[src/rtl/alarm_bank.sv]
// Bank of N_ALARMS BCD alarm slots with validated loads, per-slot enables and a
// ring / snooze / timeout state machine advanced by the one-minute strobe.
module alarm_bank #(
  parameter int N_ALARMS     = 4,
  parameter int SLOT_W       = 2,
  parameter int SNOOZE_MIN   = 5,
  parameter int RING_TIMEOUT = 3
) (
  input  logic              clock,
  input  logic              reset,
  input  logic              load_new_alarm,
  input  logic [SLOT_W-1:0] load_slot,
  input  logic [3:0]        new_alarm_ms_hr,
  input  logic [3:0]        new_alarm_ls_hr,
  input  logic [3:0]        new_alarm_ms_min,
  input  logic [3:0]        new_alarm_ls_min,
  input  logic              enable_wr,
  input  logic              enable_val,
  input  logic [SLOT_W-1:0] read_slot,
  input  logic [3:0]        current_time_ms_hr,
  input  logic [3:0]        current_time_ls_hr,
  input  logic [3:0]        current_time_ms_min,
  input  logic [3:0]        current_time_ls_min,
  input  logic              one_minute,
  input  logic              stop_alarm,
  input  logic              snooze,
  output logic [3:0]        alarm_time_ms_hr,
  output logic [3:0]        alarm_time_ls_hr,
  output logic [3:0]        alarm_time_ms_min,
  output logic [3:0]        alarm_time_ls_min,
  output logic              alarm_ring,
  output logic [SLOT_W-1:0] ring_slot,
  output logic              load_ack,
  output logic              load_err
);

  typedef enum logic [1:0] {
    ST_IDLE    = 2'd0,
    ST_RINGING = 2'd1,
    ST_SNOOZE  = 2'd2
  } state_e;

  localparam logic [3:0] SNOOZE_LEN = 4'(SNOOZE_MIN);
  localparam logic [3:0] RING_LIMIT = 4'(RING_TIMEOUT);

  logic [15:0]         slot_q [N_ALARMS];
  logic [N_ALARMS-1:0] en_q;
  logic [15:0]         rd_q, rd_d;
  logic                ack_q, err_q;

  state_e              state_q;
  logic                ring_q;
  logic [SLOT_W-1:0]   ring_slot_q;
  logic [3:0]          ring_cnt_q;
  logic [3:0]          snooze_cnt_q;

  logic [15:0]         new_time, cur_time;
  logic                load_slot_ok, digits_ok, load_valid, disarm_ring;
  logic                match_hit;
  logic [SLOT_W-1:0]   match_idx;

  assign new_time = {new_alarm_ms_hr, new_alarm_ls_hr, new_alarm_ms_min, new_alarm_ls_min};
  assign cur_time = {current_time_ms_hr, current_time_ls_hr,
                     current_time_ms_min, current_time_ls_min};

  // Legal 24 h BCD time: 00:00 .. 23:59.
  assign digits_ok = (new_alarm_ms_hr <= 4'd2) && (new_alarm_ls_hr <= 4'd9) &&
                     !((new_alarm_ms_hr == 4'd2) && (new_alarm_ls_hr > 4'd3)) &&
                     (new_alarm_ms_min <= 4'd5) && (new_alarm_ls_min <= 4'd9);

  assign load_valid  = load_new_alarm && load_slot_ok && digits_ok;
  assign disarm_ring = !load_new_alarm && enable_wr && !enable_val &&
                       (load_slot == ring_slot_q);

  always_comb begin
    // NOTE: every combinational output gets a default first, so no latch is inferred.
    load_slot_ok = 1'b0;
    rd_d         = '0;
    match_hit    = 1'b0;
    match_idx    = '0;
    for (int i = 0; i < N_ALARMS; i++) begin
      if (load_slot == SLOT_W'(i)) load_slot_ok = 1'b1;
      if (read_slot == SLOT_W'(i)) rd_d = slot_q[i];
    end
    if (load_valid && (load_slot == read_slot)) rd_d = new_time;
    // Scan downwards so the lowest matching index is the one left standing.
    for (int i = N_ALARMS - 1; i >= 0; i--) begin
      if (en_q[i] && (slot_q[i] == cur_time)) begin
        match_hit = 1'b1;
        match_idx = SLOT_W'(i);
      end
    end
  end

  always_ff @(posedge clock) begin
    if (reset) begin
      // NOTE: the slot memory is reset because a cleared, disabled bank is the defined start state.
      for (int i = 0; i < N_ALARMS; i++) slot_q[i] <= '0;
      en_q  <= '0;
      rd_q  <= '0;
      ack_q <= 1'b0;
      err_q <= 1'b0;
    end else begin
      // NOTE: non-blocking assignments so every register samples pre-edge values.
      ack_q <= load_valid;
      err_q <= load_new_alarm && !load_valid;
      rd_q  <= rd_d;
      for (int i = 0; i < N_ALARMS; i++) begin
        if (load_slot == SLOT_W'(i)) begin
          if (load_valid) begin
            slot_q[i] <= new_time;
            en_q[i]   <= 1'b1;
          end else if (!load_new_alarm && enable_wr) begin
            en_q[i]   <= enable_val;
          end
        end
      end
    end
  end

  always_ff @(posedge clock) begin
    if (reset) begin
      state_q      <= ST_IDLE;
      ring_q       <= 1'b0;
      ring_slot_q  <= '0;
      ring_cnt_q   <= '0;
      snooze_cnt_q <= '0;
    end else begin
      case (state_q)
        ST_IDLE: begin
          if (one_minute && match_hit) begin
            state_q     <= ST_RINGING;
            ring_q      <= 1'b1;
            ring_slot_q <= match_idx;
            ring_cnt_q  <= '0;
          end
        end
        ST_RINGING: begin
          if (stop_alarm || disarm_ring) begin
            state_q <= ST_IDLE;
            ring_q  <= 1'b0;
          end else if (snooze) begin
            state_q      <= ST_SNOOZE;
            ring_q       <= 1'b0;
            snooze_cnt_q <= SNOOZE_LEN;
          end else if (one_minute) begin
            if (ring_cnt_q + 4'd1 == RING_LIMIT) begin
              state_q    <= ST_IDLE;
              ring_q     <= 1'b0;
              ring_cnt_q <= '0;
            end else begin
              ring_cnt_q <= ring_cnt_q + 4'd1;
            end
          end
        end
        ST_SNOOZE: begin
          if (stop_alarm || disarm_ring) begin
            state_q <= ST_IDLE;
            ring_q  <= 1'b0;
          end else if (one_minute) begin
            if (snooze_cnt_q == 4'd1) begin
              state_q      <= ST_RINGING;
              ring_q       <= 1'b1;
              ring_cnt_q   <= '0;
              snooze_cnt_q <= '0;
            end else begin
              snooze_cnt_q <= snooze_cnt_q - 4'd1;
            end
          end
        end
        default: begin
          state_q <= ST_IDLE;
          ring_q  <= 1'b0;
        end
      endcase
    end
  end

  assign {alarm_time_ms_hr, alarm_time_ls_hr, alarm_time_ms_min, alarm_time_ls_min} = rd_q;
  assign alarm_ring = ring_q;
  assign ring_slot  = ring_slot_q;
  assign load_ack   = ack_q;
  assign load_err   = err_q;

endmodule

[config.mk]
export PLATFORM = sky130hd
export DESIGN_NAME = alarm_bank
export DESIGN_NICKNAME = d
export VERILOG_FILES = /design/src/rtl/alarm_bank.sv
export SDC_FILE = /design/constraint.sdc
export NUM_CORES = 1
export LEC_CHECK = 0
export ABC_CLOCK_PERIOD_IN_PS = 2500
export CAP_MARGIN = 25
export CORE_MARGIN = 2
export CORE_UTILIZATION = 42
export DETAILED_ROUTE_END_ITERATION = 12
export PLACE_DENSITY = 0.65
export RECOVER_POWER = 50
export SYNTH_ARGS = -nofsm -noshare
export SYNTH_HDL_FRONTEND = slang
export SYNTH_SLANG_ARGS = --single-unit
[constraint.sdc]
create_clock -name clock -period 2.5 [get_ports clock]
set_input_delay 0.5 -clock clock [delete_from_list [all_inputs] [get_ports clock]]
set_output_delay 0.5 -clock clock [all_outputs]
set_load 0.02 [all_outputs]
; Word-level counts from Yosys, hierarchy flattened
; Memory sizes are Yosys's and may differ from the RTL's.
; Index checks and enable logic that the tools add are counted.
[word_totals]
ff_bits = 35
mem_bits_rw = 64
in_bits = 44
output_inout_bits = 21
word_cells = 160
mem_count = 1
[op_classes]
add_sub_neg = 2
magnitude_cmp = 5
eq_ne = 29
n_mux = 71
bitwise_logic = 4
n_reduce_logical = 36
[mem_list]
columns = name, words, width, rd, rd_clocked_by_memory_dff, write_ports, line_no
row1 = slot_q, 4, 16, 4, 0, 4, 46  ; logic [15:0] slot_q [N_ALARMS];
[op_table]
columns = cell, n
row1 = 2-to-1 mux 16 bit, 9
row2 = == test 16 bit, 4
row3 = 2-to-1 mux 4 bit, 13
row4 = 2-to-1 mux 1 bit, 33
row5 = 2-to-1 mux 2 bit, 12
row6 = logical AND 1 bit, 17
row7 = "inequality test 2 bit, second input constant", 8
row8 = one-hot mux 4 bit (3 select lines), 1
row9 = "== test 2 bit, second input constant", 5
row10 = AND reduction 2 bit, 5
row11 = AND reduction 5 bit, 2
row12 = "== test 4 x 2 -> 1 bit, second input constant", 2
row13 = "<= comparator 4 bit, second input constant", 2
row14 = "inequality test 4 bit, second input constant", 2
row15 = one-hot mux 4 bit (2 select lines), 1
row16 = AND reduction 8 bit, 1
row17 = "== test 2 x 1 -> 1 bit, second input constant", 3
row18 = zero test 2 bit, 3
row19 = "inequality test 3 bit, second input constant", 2
row20 = one-hot mux 2 bit (3 select lines), 1
row21 = "adder 4 x 1 -> 4 bit, second input constant", 1
row22 = == test 2 bit, 2
row23 = "== test 4 x 1 -> 1 bit, second input constant", 1
row24 = "> comparator 4 x 2 -> 1 bit, second input constant", 1
row25 = other kinds (9), 16

; Depth between registers and ports, before layout
[depth]
word_depth = 12
mapped_depth = 8
ltp_nobuf = 8

; Worst setup path before layout
; OpenSTA, ideal clock, no wires.
[synth_path]
path_type = input -> register
from = in current_time_ms_hr[1]
to = reg ring_slot_q[0], in the netlist ring_slot[0]
setup_time_ps = 79
arrival_time_ps = 2275
required_ps = 2421
setup_slack_ps = 145
stages = 7
n_path_buf = 1
path_cell_list = buf_2 -> xor2_1 -> or4_1 -> or4_4 -> or2_0 -> a21o_1 -> a211oi_2
[synth_between]
elab_chain_len = 8
word_cells_on_any_way = 18
classes_between = eq/ne (4) / mux (8) / reduce/logical (6)
[synth_lines]
columns = element, line_no
row1 = start: declaration, 20  ; input logic [3:0] current_time_ms_hr,
row2 = == test 16 bit, 88  ; if (en_q[i] && (slot_q[i] == cur_time)) begin
row3 = logical AND 1 bit, 88
row4 = 2-to-1 mux 1 bit (4 in series), 88
row5 = logical AND 1 bit, 131  ; if (one_minute && match_hit) begin
row6 = AND reduction 2 bit (no line), -
row7 = end signal: assignment, 134  ; ring_slot_q <= match_idx;
row8 = end: declaration, 53  ; logic [SLOT_W-1:0] ring_slot_q;
; Several ways; a longest one is shown, not always the timed one.
; A chain may end at the register's enable or synchronous reset.

==> flow_summary.json <==
{
  "firstDrtPassIters": 4,
  "yosys.area_share.simple_pct": 21.5,
  "yosysMostFrequentCell": "edfxtp_1",
  "hold_class": "flop to flop",
  "cts_tree": "done",
  "grt_pass1_wl_um": 23900,
  "synthTopCellsByArea": "edfxtp_1, dfxtp_1, xnor2_1, mux4_2, and2_1",
  "synth_top_family_by_area": "simple AND/OR/NAND/NOR gates",
  "worst_ep_arrival_time_ps": 2670,
  "synth.distinct_cells": 57,
  "finish.instance_area_um2": 7290,
  "drt-total-wl_um": 15900,
  "placed_cell_area_um2": 6940,
  "peakVddDrop_mv": 0.330,
  "grt_pass1_vias": 4296,
  "final_nets": 686,
  "ant_nets": 0,
  "fmax_mhz": 409,
  "dp_hpwl_um": 12000,
  "grt_use_total_pct": 23.0,
  "num_vias": 4232,
  "drt_iter0_markers": 218,
  "synth_area_leader_cell": "edfxtp_1",
  "grt_antenna_before_repair": 0,
  "whs_ps": 510,
  "worstSetupPathType": "input port to flop",
  "viasPerCell": 5.19,
  "portBuffers": 64,
  "syn_avg_cell_area_um2": 11.1,
  "cpMostUsedCell": "buf_4",
  "critPathMaxStageDelay_ps": 490,
  "clock_skew_ps": 5.76,
  "drive_above_1_share_pct": 21.6,
  "maxCapViolCount": 0,
  "start_kind": "input port",
  "synth.top_cells.by_count": "edfxtp_1, and2_1, xnor2_1",
  "gp_congestion": 0.913,
  "grt_max_degree": 25,
  "post_drt_wl_per_cell_um": 19.5,
  "end_kind": "flop",
  "cp_max_fo": 6,
  "insertion_delay_ps": 350,
  "synth-edff-count": 64,
  "powerDensity_nw_per_um2": 548,
  "synth-adder-area-share_pct": 0.920,
  "cp.buffers_inverters": 4,
  "h-tree-depth": 3,
  "cts_buffers": 9,
  "path_delay_family": "buffers and inverters",
  "setup_viol": 0,
  "synth-main-ff-cell": "edfxtp_1",
  "start_util_pct": 43.1,
  "async_flop_share_pct": 0,
  "num-fill-cells": 1136,
  "required_ps": 2720,
  "area_growth_pct": 34.0,
  "synthMuxAreaShare_pct": 9.01,
  "yosysSeqAreaShare_pct": 48.2,
  "coreArea_um2": 12600,
  "synth-xor-area-share_pct": 10.9,
  "leakagePower_nw": 2.74,
  "cts.clk_slew.worst_paths_ps": 60,
  "clk_path_buf_depth": 2,
  "synth_compound_area_share_pct": 6.71,
  "fin_crit_ps": 2440,
  "netlist_area_um2": 5440,
  "io_pins": 65,
  "die_w_um": 118,
  "syn_inst": 490,
  "ys_ff_latch": 99,
  "crit_slowest_cell": "clkdlybuf4s50_1",
  "rows": 41,
  "fin_crit_sh_pct": 97.7,
  "overflow": 0,
  "drv_slew": 0,
  "num_antenna_cells": 0,
  "path_cells": "clkdlybuf4s50_1 > o32ai_2 > buf_4 > nand4_1 > buf_4 > or2_4 > nor3_4 > buf_4 > and2_1",
  "cts.sinks": 99,
  "dieHeight_um": 118,
  "yosys_warnings": 0,
  "synth_top_cell_area_share_pct": 35.3,
  "status": "finished clean",
  "route.detailed.drc": 0,
  "cts_setup_buffers": 0,
  "dieArea_um2": 13900,
  "root_buffer": "clkbuf_16",
  "finalHoldViolations": 0
}
## routing by layer
metal	wire [um]	track usage, %	part of all wire [%]	up-vias
met2	7990	40.4	50	97
met1	6920	29.1	44	2066
li1	-	-	-	2047
met3	660	3.29	4.2	22
met5	0	0	0	-
met4	327	7.91	2.1	0
## worst register-to-register path, stage by stage, from the launching register on
cell	delay, ps
edfxtp_1	400
xor2_1	200
or4_1	530
or4_4	460
or2_0	220
a21o_1	170
a211oi_2	200
## repair_timing
item                                    in CTS  in global routing
hold buffers                                 0                  0
gates resized for setup                      2                 20
endpoints found under the setup margin       3                 23
cloned                                       0                  1
pin swaps                                    0                  4
## path summary, 6_finish.rpt
kind,start,to,slack (ps),cells past startpoint
max reg2reg,slot_q[1][4]$_SDFFCE_PN0P_,ring_slot[0]$_SDFFE_PP0P_,230,6
min reg2reg,ring_slot[1]$_SDFFE_PP0P_,ring_slot[1]$_SDFFE_PP0P_,510,2
max,new_alarm_ls_hr[3],slot_q[0][9]$_SDFFCE_PN0P_,60,9
min,ring_slot[1]$_SDFFE_PP0P_,ring_slot[1]$_SDFFE_PP0P_,510,2
## where the power goes
part           switching (mW)  internal [mW]  total, mW
Combinational           0.332          0.356      0.688
Clock                   0.598          0.831       1.43
Sequential             0.0525           1.83       1.88
## cells by family (layout without fill, tap and decap cells)
logic type | Yosys count | count (layout)
multiplexers | 29 | 29
AO/OA/AOI/OAI | 53 | 53
adder cells (fa/ha/maj) | 4 | 4
flip-flops | 99 | 99
buffers and inverters | 36 | 178
AND/OR/NAND/NOR | 200 | 200
other | 1 | 12
XOR/XNOR | 68 | 68
## layout by cell type, fill, tap and decap left out, types with 17 or more instances in the layout
cell and count:
edfxtp_1 64, nor2_1 42, clkdlybuf4s50_1 39, nand4_1 17, and2_1 36, dlygate4sd3_1 21
dfxtp_1 35, nand2_1 19, a21oi_1 17, buf_4 76, xor2_1 21, xnor2_1 44
## cell type report
class                           count  area, um2  area share (%)
Inverter                            9       33.8           0.463
Clock inverter                      2       35.0           0.480
Timing Repair Buffer              153       1330            18.3
Clock buffer                       14        264            3.62
Tap cell                          172        215            2.95
Multi-Input combinational cell    366       2790            38.3
Sequential cell                    99       2620            36.0
## per-stage QoR
step | setup WS [ps] | TNS, ps | power, mW | util (%) | cells
after floorplan | 145 | 0 | 2.22 | - | 501
after global placement | -412 | -21690 | 2.60 | 55.0 | 798
after detailed placement | -432 | -23940 | 2.61 | 55.0 | 798
after CTS | 12.3 | 0 | 4.03 | 57.4 | 814
after global routing | -7.02 | -7.02 | 4.13 | 57.8 | 815
final | 56.4 | 0 | 4.00 | 57.8 | 815
## flip-flops by register name, summed over array words and instances, names as in the netlist
name,count
rd_q,16
ring_cnt_q,4
load_err,1
snooze_cnt_q,4
ring_slot,2
en_q,4
slot_q,64
state_q,2
alarm_ring,1
load_ack,1
Power figures use the tool's default switching activity.
